**src/rtl/serv_immdec_pkg.sv**
```systemverilog
// rtl/serv_immdec_pkg.sv - Shared types and format decode for the immediate decoder sequencer.
package serv_immdec_pkg;

    typedef enum logic [2:0] {
        FMT_I   = 3'd0,
        FMT_S   = 3'd1,
        FMT_B   = 3'd2,
        FMT_U   = 3'd3,
        FMT_J   = 3'd4,
        FMT_CSR = 3'd5
    } fmt_e;

    typedef enum logic {
        ST_IDLE  = 1'b0,
        ST_SHIFT = 1'b1
    } state_e;

    localparam logic [3:0] EN_I     = 4'b1100;
    localparam logic [3:0] EN_S     = 4'b1001;
    localparam logic [3:0] EN_B     = 4'b1001;
    localparam logic [3:0] EN_U     = 4'b0010;
    localparam logic [3:0] EN_J     = 4'b1110;
    localparam logic [3:0] EN_CSR   = 4'b0010;

    localparam logic [3:0] CTRL_I   = 4'b0000;
    localparam logic [3:0] CTRL_S   = 4'b0001;
    localparam logic [3:0] CTRL_B   = 4'b0101;
    localparam logic [3:0] CTRL_U   = 4'b1010;
    localparam logic [3:0] CTRL_J   = 4'b0000;
    localparam logic [3:0] CTRL_CSR = 4'b0000;

    typedef struct packed {
        logic [3:0] immdec_en;
        logic [3:0] ctrl;
        logic       csr_imm_en;
    } fmt_dec_t;

    // Unassigned codes 6 and 7 fall through to the I-format encoding.
    function automatic fmt_dec_t fmt_decode(input logic [2:0] fmt);
        fmt_dec_t d;
        d = '{immdec_en: EN_I, ctrl: CTRL_I, csr_imm_en: 1'b0};
        case (fmt)
            FMT_S:   d = '{immdec_en: EN_S,   ctrl: CTRL_S,   csr_imm_en: 1'b0};
            FMT_B:   d = '{immdec_en: EN_B,   ctrl: CTRL_B,   csr_imm_en: 1'b0};
            FMT_U:   d = '{immdec_en: EN_U,   ctrl: CTRL_U,   csr_imm_en: 1'b0};
            FMT_J:   d = '{immdec_en: EN_J,   ctrl: CTRL_J,   csr_imm_en: 1'b0};
            FMT_CSR: d = '{immdec_en: EN_CSR, ctrl: CTRL_CSR, csr_imm_en: 1'b1};
            default: d = '{immdec_en: EN_I,   ctrl: CTRL_I,   csr_imm_en: 1'b0};
        endcase
        return d;
    endfunction

endpackage

```
**src/rtl/serv_shift_cnt.sv**
```systemverilog
// rtl/serv_shift_cnt.sv - Free-wrapping serial shift counter with last-count flag.
module serv_shift_cnt #(
    parameter int WIDTH = 32
) (
    input  logic                     i_clk,
    input  logic                     i_rst,
    input  logic                     i_clr,
    input  logic                     i_en,
    output logic [$clog2(WIDTH)-1:0] o_cnt,
    output logic                     o_last
);

    localparam int CW = $clog2(WIDTH);

    logic [CW-1:0] cnt_q;
    logic [CW-1:0] cnt_d;

    // WIDTH is a power of two, so the increment wraps to 0 on its own.
    always_comb begin
        cnt_d = cnt_q;
        if (i_clr) begin
            cnt_d = '0;
        end else if (i_en) begin
            cnt_d = cnt_q + 1'b1;
        end
    end

    always_ff @(posedge i_clk) begin
        if (i_rst) begin
            cnt_q <= '0;
        end else begin
            cnt_q <= cnt_d;
        end
    end

    assign o_cnt  = cnt_q;
    assign o_last = (cnt_q == CW'(WIDTH - 1));

endmodule

```
**src/rtl/serv_immdec_seq.sv**
```systemverilog
// rtl/serv_immdec_seq.sv - Load arbiter and serial shift sequencer for the immediate decoder.
module serv_immdec_seq
    import serv_immdec_pkg::*;
#(
    parameter int WIDTH = 32
) (
    input  logic        i_clk,
    input  logic        i_rst,
    input  logic        i_ibus_ack,
    input  logic [31:0] i_ibus_rdt,
    input  logic        i_vpu_req,
    input  logic [4:0]  i_vpu_rd,
    output logic        o_vpu_gnt,
    input  logic        i_run,
    input  logic [2:0]  i_fmt,
    output logic        o_wb_en,
    output logic        o_vpu_load,
    output logic [24:0] o_wb_rdt,
    output logic        o_cnt_en,
    output logic        o_cnt_done,
    output logic [3:0]  o_immdec_en,
    output logic [3:0]  o_ctrl,
    output logic        o_csr_imm_en,
    output logic        o_busy,
    output logic        o_done
);

    state_e      state_q, state_d;
    logic        skid_vld_q, skid_vld_d;
    // Only bits 31:7 ever reach the decoder, so only those are held.
    logic [24:0] skid_word_q, skid_word_d;
    logic [2:0]  fmt_q, fmt_d;
    logic        done_q, done_d;

    logic        in_shift;
    logic        cnt_clr;
    logic        cnt_last;
    logic [$clog2(WIDTH)-1:0] unused_cnt;
    logic        unused_rdt_lo;
    fmt_dec_t    dec;

    assign in_shift      = (state_q == ST_SHIFT);
    assign unused_rdt_lo = ^i_ibus_rdt[6:0];

    serv_shift_cnt #(
        .WIDTH (WIDTH)
    ) u_shift_cnt (
        .i_clk  (i_clk),
        .i_rst  (i_rst),
        .i_clr  (cnt_clr),
        .i_en   (in_shift),
        .o_cnt  (unused_cnt),
        .o_last (cnt_last)
    );

    always_comb begin
        state_d     = state_q;
        skid_vld_d  = skid_vld_q;
        skid_word_d = skid_word_q;
        fmt_d       = fmt_q;
        cnt_clr     = 1'b0;
        done_d      = in_shift && cnt_last;
        o_wb_en     = 1'b0;
        o_vpu_load  = 1'b0;
        o_vpu_gnt   = 1'b0;
        o_wb_rdt    = '0;

        case (state_q)
            ST_IDLE: begin
                // Loads are suppressed while reset is held so nothing leaks into the decoder.
                if (!i_rst) begin
                    if (skid_vld_q) begin
                        o_wb_en    = 1'b1;
                        o_wb_rdt   = skid_word_q;
                        skid_vld_d = 1'b0;
                        if (i_ibus_ack) begin
                            skid_vld_d  = 1'b1;
                            skid_word_d = i_ibus_rdt[31:7];
                        end
                    end else if (i_ibus_ack) begin
                        o_wb_en  = 1'b1;
                        o_wb_rdt = i_ibus_rdt[31:7];
                    end else if (i_vpu_req) begin
                        o_vpu_gnt  = 1'b1;
                        o_vpu_load = 1'b1;
                        o_wb_rdt   = {20'b0, i_vpu_rd};
                    end else if (i_run) begin
                        fmt_d   = i_fmt;
                        cnt_clr = 1'b1;
                        state_d = ST_SHIFT;
                    end
                end
            end
            ST_SHIFT: begin
                if (cnt_last) begin
                    state_d = ST_IDLE;
                end
                if (i_ibus_ack && !skid_vld_q) begin
                    skid_vld_d  = 1'b1;
                    skid_word_d = i_ibus_rdt[31:7];
                end
            end
            default: begin
                state_d = ST_IDLE;
            end
        endcase
    end

    always_ff @(posedge i_clk) begin
        if (i_rst) begin
            state_q     <= ST_IDLE;
            skid_vld_q  <= 1'b0;
            skid_word_q <= '0;
            fmt_q       <= FMT_I;
            done_q      <= 1'b0;
        end else begin
            state_q     <= state_d;
            skid_vld_q  <= skid_vld_d;
            skid_word_q <= skid_word_d;
            fmt_q       <= fmt_d;
            done_q      <= done_d;
        end
    end

    assign dec          = fmt_decode(fmt_q);
    assign o_cnt_en     = in_shift;
    assign o_cnt_done   = in_shift && cnt_last;
    assign o_immdec_en  = in_shift ? dec.immdec_en : 4'b0000;
    assign o_ctrl       = in_shift ? dec.ctrl : 4'b0000;
    assign o_csr_imm_en = in_shift && dec.csr_imm_en;
    assign o_busy       = in_shift || skid_vld_q;
    assign o_done       = done_q;

    skid_overflow: assert property (@(posedge i_clk) disable iff (i_rst)
        !(in_shift && skid_vld_q && i_ibus_ack));

endmodule
```
**config.mk**
```make
export PLATFORM = sky130hd
export DESIGN_NAME = serv_immdec_seq
export DESIGN_NICKNAME = d
export VERILOG_FILES = /design/src/rtl/serv_immdec_pkg.sv /design/src/rtl/serv_shift_cnt.sv /design/src/rtl/serv_immdec_seq.sv
export SDC_FILE = /design/constraint.sdc
export NUM_CORES = 1
export LEC_CHECK = 0
export CAP_MARGIN = 20
export CORE_MARGIN = 2
export CORE_UTILIZATION = 40
export DETAILED_ROUTE_END_ITERATION = 16
export PLACE_DENSITY = 0.82
export REMOVE_ABC_BUFFERS = 1
export SLEW_MARGIN = 10
export SYNTH_ARGS = -nofsm -noshare
export SYNTH_HDL_FRONTEND = slang
export SYNTH_SLANG_ARGS = --single-unit
```
**constraint.sdc**
```tcl
create_clock -name i_clk -period 3.4 [get_ports i_clk]
set_input_delay 0.51 -clock i_clk [delete_from_list [all_inputs] [get_ports i_clk]]
set_output_delay 0.51 -clock i_clk [all_outputs]
set_load 0.02 [all_outputs]
```
; ---- Word level (Yosys, flattened, before mapping)
; Index checks and enable logic that the tools add are counted.
[word_totals]
ff_bits = 36
input_bits = 45
[classes]
addsub = 1
n_eq_ne = 9
n_mux = 32
bitwise_logic = 4
reduce_logical = 8
[op_table]
columns = cell, n
row1 = 2-to-1 mux 25 bit, 7
row2 = case mux 25 bit (2 select lines), 1
row3 = case mux 9 bit (5 select lines), 1
row4 = 2-to-1 mux 1 bit, 18
row5 = 2-to-1 mux 4 bit, 2
row6 = == test 3 x 2 -> 1 bit (second input constant), 2
row7 = == test 3 bit (second input constant), 2
row8 = adder 5 x 1 -> 5 bit (second input constant), 1
row9 = == test 5 bit (second input constant), 1
row10 = 2-to-1 mux 5 bit, 1
row11 = AND reduction 5 bit, 1
row12 = inequality test 2 bit (second input constant), 2
row13 = inverter 1 bit, 4
row14 = case mux 1 bit (2 select lines), 2
row15 = == test 3 x 1 -> 1 bit (second input constant), 1
row16 = logical AND 1 bit, 3
row17 = AND reduction 3 bit, 1
row18 = inequality test 2 x 1 -> 1 bit (second input constant), 1
row19 = OR reduction 2 bit, 1
row20 = logical NOT 1 bit, 1
row21 = logical OR 1 bit, 1

; ---- Longest topological paths before layout
[depth]
word_depth = 7
mapped_depth = 6

; ---- By module
; A second synthesis with hierarchy kept.
[unflattened]
hier_cells = 279
hier_area_um2 = 2258.4
[by_module_without_submodules]
columns = module, instances, cells_per_inst, area_per_inst_um2, seq_area_each_um2
row1 = serv_immdec_seq, 1, 256, 1998.2, 620.6
row2 = serv_shift_cnt, 1, 23, 260.2, 100.1

; ---- Worst setup path before layout
; Ideal clock, no wire load.
[synth_timing]
path_type = register -> output
startpoint = reg fmt_q[1]
endpoint = out o_immdec_en[0]
t_arrival_ns = 1.742
required_ns = 2.890
setup_slack_ns = 1.148
stages_incl_launch_ff = 7
path_cell_list = dfxtp_1 inv_1 ha_1 nor2_1 nand2_1 a21boi_0 buf_4
[synth_via]
elab_chain_cells = 3
elab_cells_between_ends = 7
classes_between = eq/ne (5) / mux (2)
[synth_rtl]
columns = item, line
row1 = from (decl), serv_immdec_seq.sv:32  ; logic [2:0] fmt_q, fmt_d;
row2 = from (signal assigned), serv_immdec_seq.sv:120  ; fmt_q <= fmt_d;
row3 = "== test 3 bit, or another cell as far along", serv_immdec_pkg.sv:42  ; case (fmt)
row4 = case mux 9 bit (5 select lines) *, serv_immdec_pkg.sv:42
row5 = 2-to-1 mux 4 bit *, serv_immdec_seq.sv:128  ; assign o_immdec_en = in_shift ? dec.immdec_en : 4'b0000;
row6 = to (decl), serv_immdec_seq.sv:21  ; output logic [3:0] o_immdec_en,
; Mark *: on every way between the ends. The rest lies on a longest branch, timed or not.

; ---- Final worst setup path
[layout_timing]
startpoint = in i_vpu_req
endpoint = out o_wb_rdt[2]
[layout_via]
elab_chain_cells = 5
[layout_rtl]
columns = item, line
row1 = from (decl), serv_immdec_seq.sv:11  ; input logic i_vpu_req,
row2 = 2-to-1 mux 5 bit, serv_immdec_seq.sv:83  ; end else if (i_vpu_req) begin
row3 = 2-to-1 mux 25 bit, serv_immdec_seq.sv:80  ; end else if (i_ibus_ack) begin
row4 = 2-to-1 mux 25 bit, serv_immdec_seq.sv:72  ; if (skid_vld_q) begin
row5 = 2-to-1 mux 25 bit, serv_immdec_seq.sv:71  ; if (!i_rst) begin
row6 = 2-to-1 mux 25 bit, serv_immdec_seq.sv:68  ; case (state_q)
row7 = to (decl), serv_immdec_seq.sv:18  ; output logic [24:0] o_wb_rdt,
; No other way between the ends.

==> results.toml <==
[outcome]
outcome = "finished, final reports clean"

[floorplanning]
die_y_um = 78.18
initial_utilization_pct = 40.72
die_x_um = 78.18
rows = 27
design.die.area_um2 = 6111
io_pins = 86
core_um2 = 5405

[power]
pwr-share-comb_pct = 22.6
power_frac_clock_pct = 31.6
ir_worst_vdd_uv = 177.1
internal_power_w = 0.0007117
swShare_pct = 26.77
seqPwrFrac_pct = 45.8
p_switching_w = 0.0002602
p_leak_nw = 1.023
powerDensity_nw_per_um2 = 317.2
power_w = 0.0009719

[timing]
fmax_mhz = 342.8
slew_headroom_pct = 44.02
skew_ns = 0.004908
slew_viol_final = 0
finalCriticalPeriod_ns = 2.917
timing.final.crit_share_pct = 85.79
hold_slack_ns = 0.4724
tightest_slew_ns = 0.8396
rsz0062_at_grt = "false"
setup_viol = 0
final.setup.tns_ns = 0
final_hold_viol_count = 0

[yosys]
ys_async_sr_fraction_pct = 0
yosys_most_used_dff = "dfxtp_1"
syn_inst = 276
yosysSeqAreaShare_pct = 32.75
syn-cell-area_um2 = 2201
post_synth_num_cell_types = 35
avgSynthCellArea_um2 = 7.974
ys_seq_elements = 36
yosysWarnings = 0
synth-edff-count = 0

[layout]
final_cell_mix = "clkdlybuf4s50_1, dfxtp_1, nand2b_1"
drive_gt1_share_pct = 5.325
antenna_cells = 0
fin_util_pct = 56.69
final_common_cell = "clkdlybuf4s50_1"
nNetsFinal = 385
area_growth_syn_to_layout_pct = 39.23

[clock_tree]
numCtsBuffers = 5
postCtsSetupRepairBufs = 0
clk_latency_ns = 0.28
cts.htree.levels = 2
cts-root-buf = "clkbuf_8"
clock-sinks = 36
cts.clk_slew.worst_paths_ns = 0.07
cts_tree = "done"
postCtsHoldBufs = 0
cts_max_path_buffers = 2
cts_resized = 0

[routing]
vias_per_cell = 5.241
drt-pass1-iter-count = 5
ant_nets = 0
vias = 2149
met2_length_um = 2480
wl_met3_um = 346
routed_wl_um = 5522
post_drt_wl_per_cell_um = 13.47
wirelength_met1_um = 2660
topRoutingLayerUsed = "met4"
drc = 0
drt-initial-drc-count = 124

[critical_path]
cp-start-kind = "primary input"
end_kind = "primary output"
worstSetupPathType = "in -> out"
worst-path-max-fanout = 4
arrival_ns = 2.41
cp.required_ns = 2.89

[global_route]
grt_usage_pct = 17.96
grt_pass1_wl_um = 9073
grt.overflow.total = 0
grt_max_degree = 65
grt_pass1_vias = 1957
antenna_found_initial = 0

[place]
place_hpwl_um = 3556
io_buffers = 78
place_congestion = 0.7067

[flow_run]
drv_cap = 0

[min_path]
hold_class = "reg -> reg"
## cell usage after synthesis (5+ instances only)
| master | instances | area, µm² |
|---|---|---|
| dfxtp_1 | 36 | 720.7 |
| nand3b_1 | 21 | 157.7 |
| clkbuf_1 | 19 | 71.32 |
| nand2_1 | 26 | 97.59 |
| nand4b_1 | 25 | 219.0 |
| mux2i_1 | 5 | 50.05 |
| nor2b_1 | 9 | 56.30 |
| nor2_1 | 6 | 22.52 |
| a21oi_1 | 23 | 115.1 |
| nor3_1 | 10 | 50.05 |
| nand2b_1 | 31 | 193.9 |
| o21ai_0 | 25 | 125.1 |
## cells by family after synthesis
family          synth area share [%]
flops                          32.75
fa+ha+maj                      1.706
xor+xnor                       2.331
simple gates                   39.68
mux                            2.274
buf+inv                        6.424
compound gates                 14.84
## flip-flops by register name, indices dropped and copies added, names as in the netlist
| register | count |
|---|---|
| skid_word_q | 25 |
| u_shift_cnt.o_cnt | 5 |
| skid_vld_q | 1 |
| o_cnt_en | 1 |
| o_done | 1 |
| fmt_q | 3 |
## power by group through the flow
stage	Sequential (W)	Clock, W	Combinational, W
after global routing	0.000446	0.000335	0.000238
after global placement	0.000454	0	0.000216
final	0.000445	0.000307	0.000220
after detailed placement	0.000454	0	0.000219
after CTS	0.000444	0.000319	0.000221
after floorplan	0.000455	0	0.0000937
## routing by layer
layer / GRT usage [%] / up-vias
li1: - / 1088
met1: 23.42 / 991
met2: 29.83 / 66
met3: 5.287 / 4
met4: 3.158 / 0
met5: 0 / -
## critical path, stage by stage
cell	delay [ns]
clkdlybuf4s50_1	0.57
nor2b_1	0.34
a221oi_1	0.12
nor3_1	0.21
clkdlybuf4s50_1	0.65
## cell type report
type	count	area, µm²
Fill cell	511	2341
Clock buffer	8	90.09
Multi-Input combinational cell	209	1339
Timing Repair Buffer	84	820.8
Sequential cell	36	720.7
Tap cell	72	90.09
Inverter	1	3.754
## through the flow
step	setup slack, ns	area, µm²	cells
final	0.4831	3064	410
after global routing	0.3248	3064	410
after CTS	0.4623	3064	410
after detailed placement	0.4656	2974	402
after global placement	0.5081	2974	402
after floorplan	0.9799	2063	246
## worst paths after layout
| check | cells after the start | slack, ns | to | from |
|---|---|---|---|---|
| setup / recovery | 5 | 0.48 | o_wb_rdt[2] | i_vpu_req |
| hold / removal | 2 | 0.47 | skid_word_q[24] | skid_word_q[24] |
| setup reg to reg | 4 | 0.95 | skid_word_q[10] | skid_vld_q |
| hold reg to reg | 2 | 0.47 | skid_word_q[24] | skid_word_q[24] |
(Power assumes the default switching activity.)
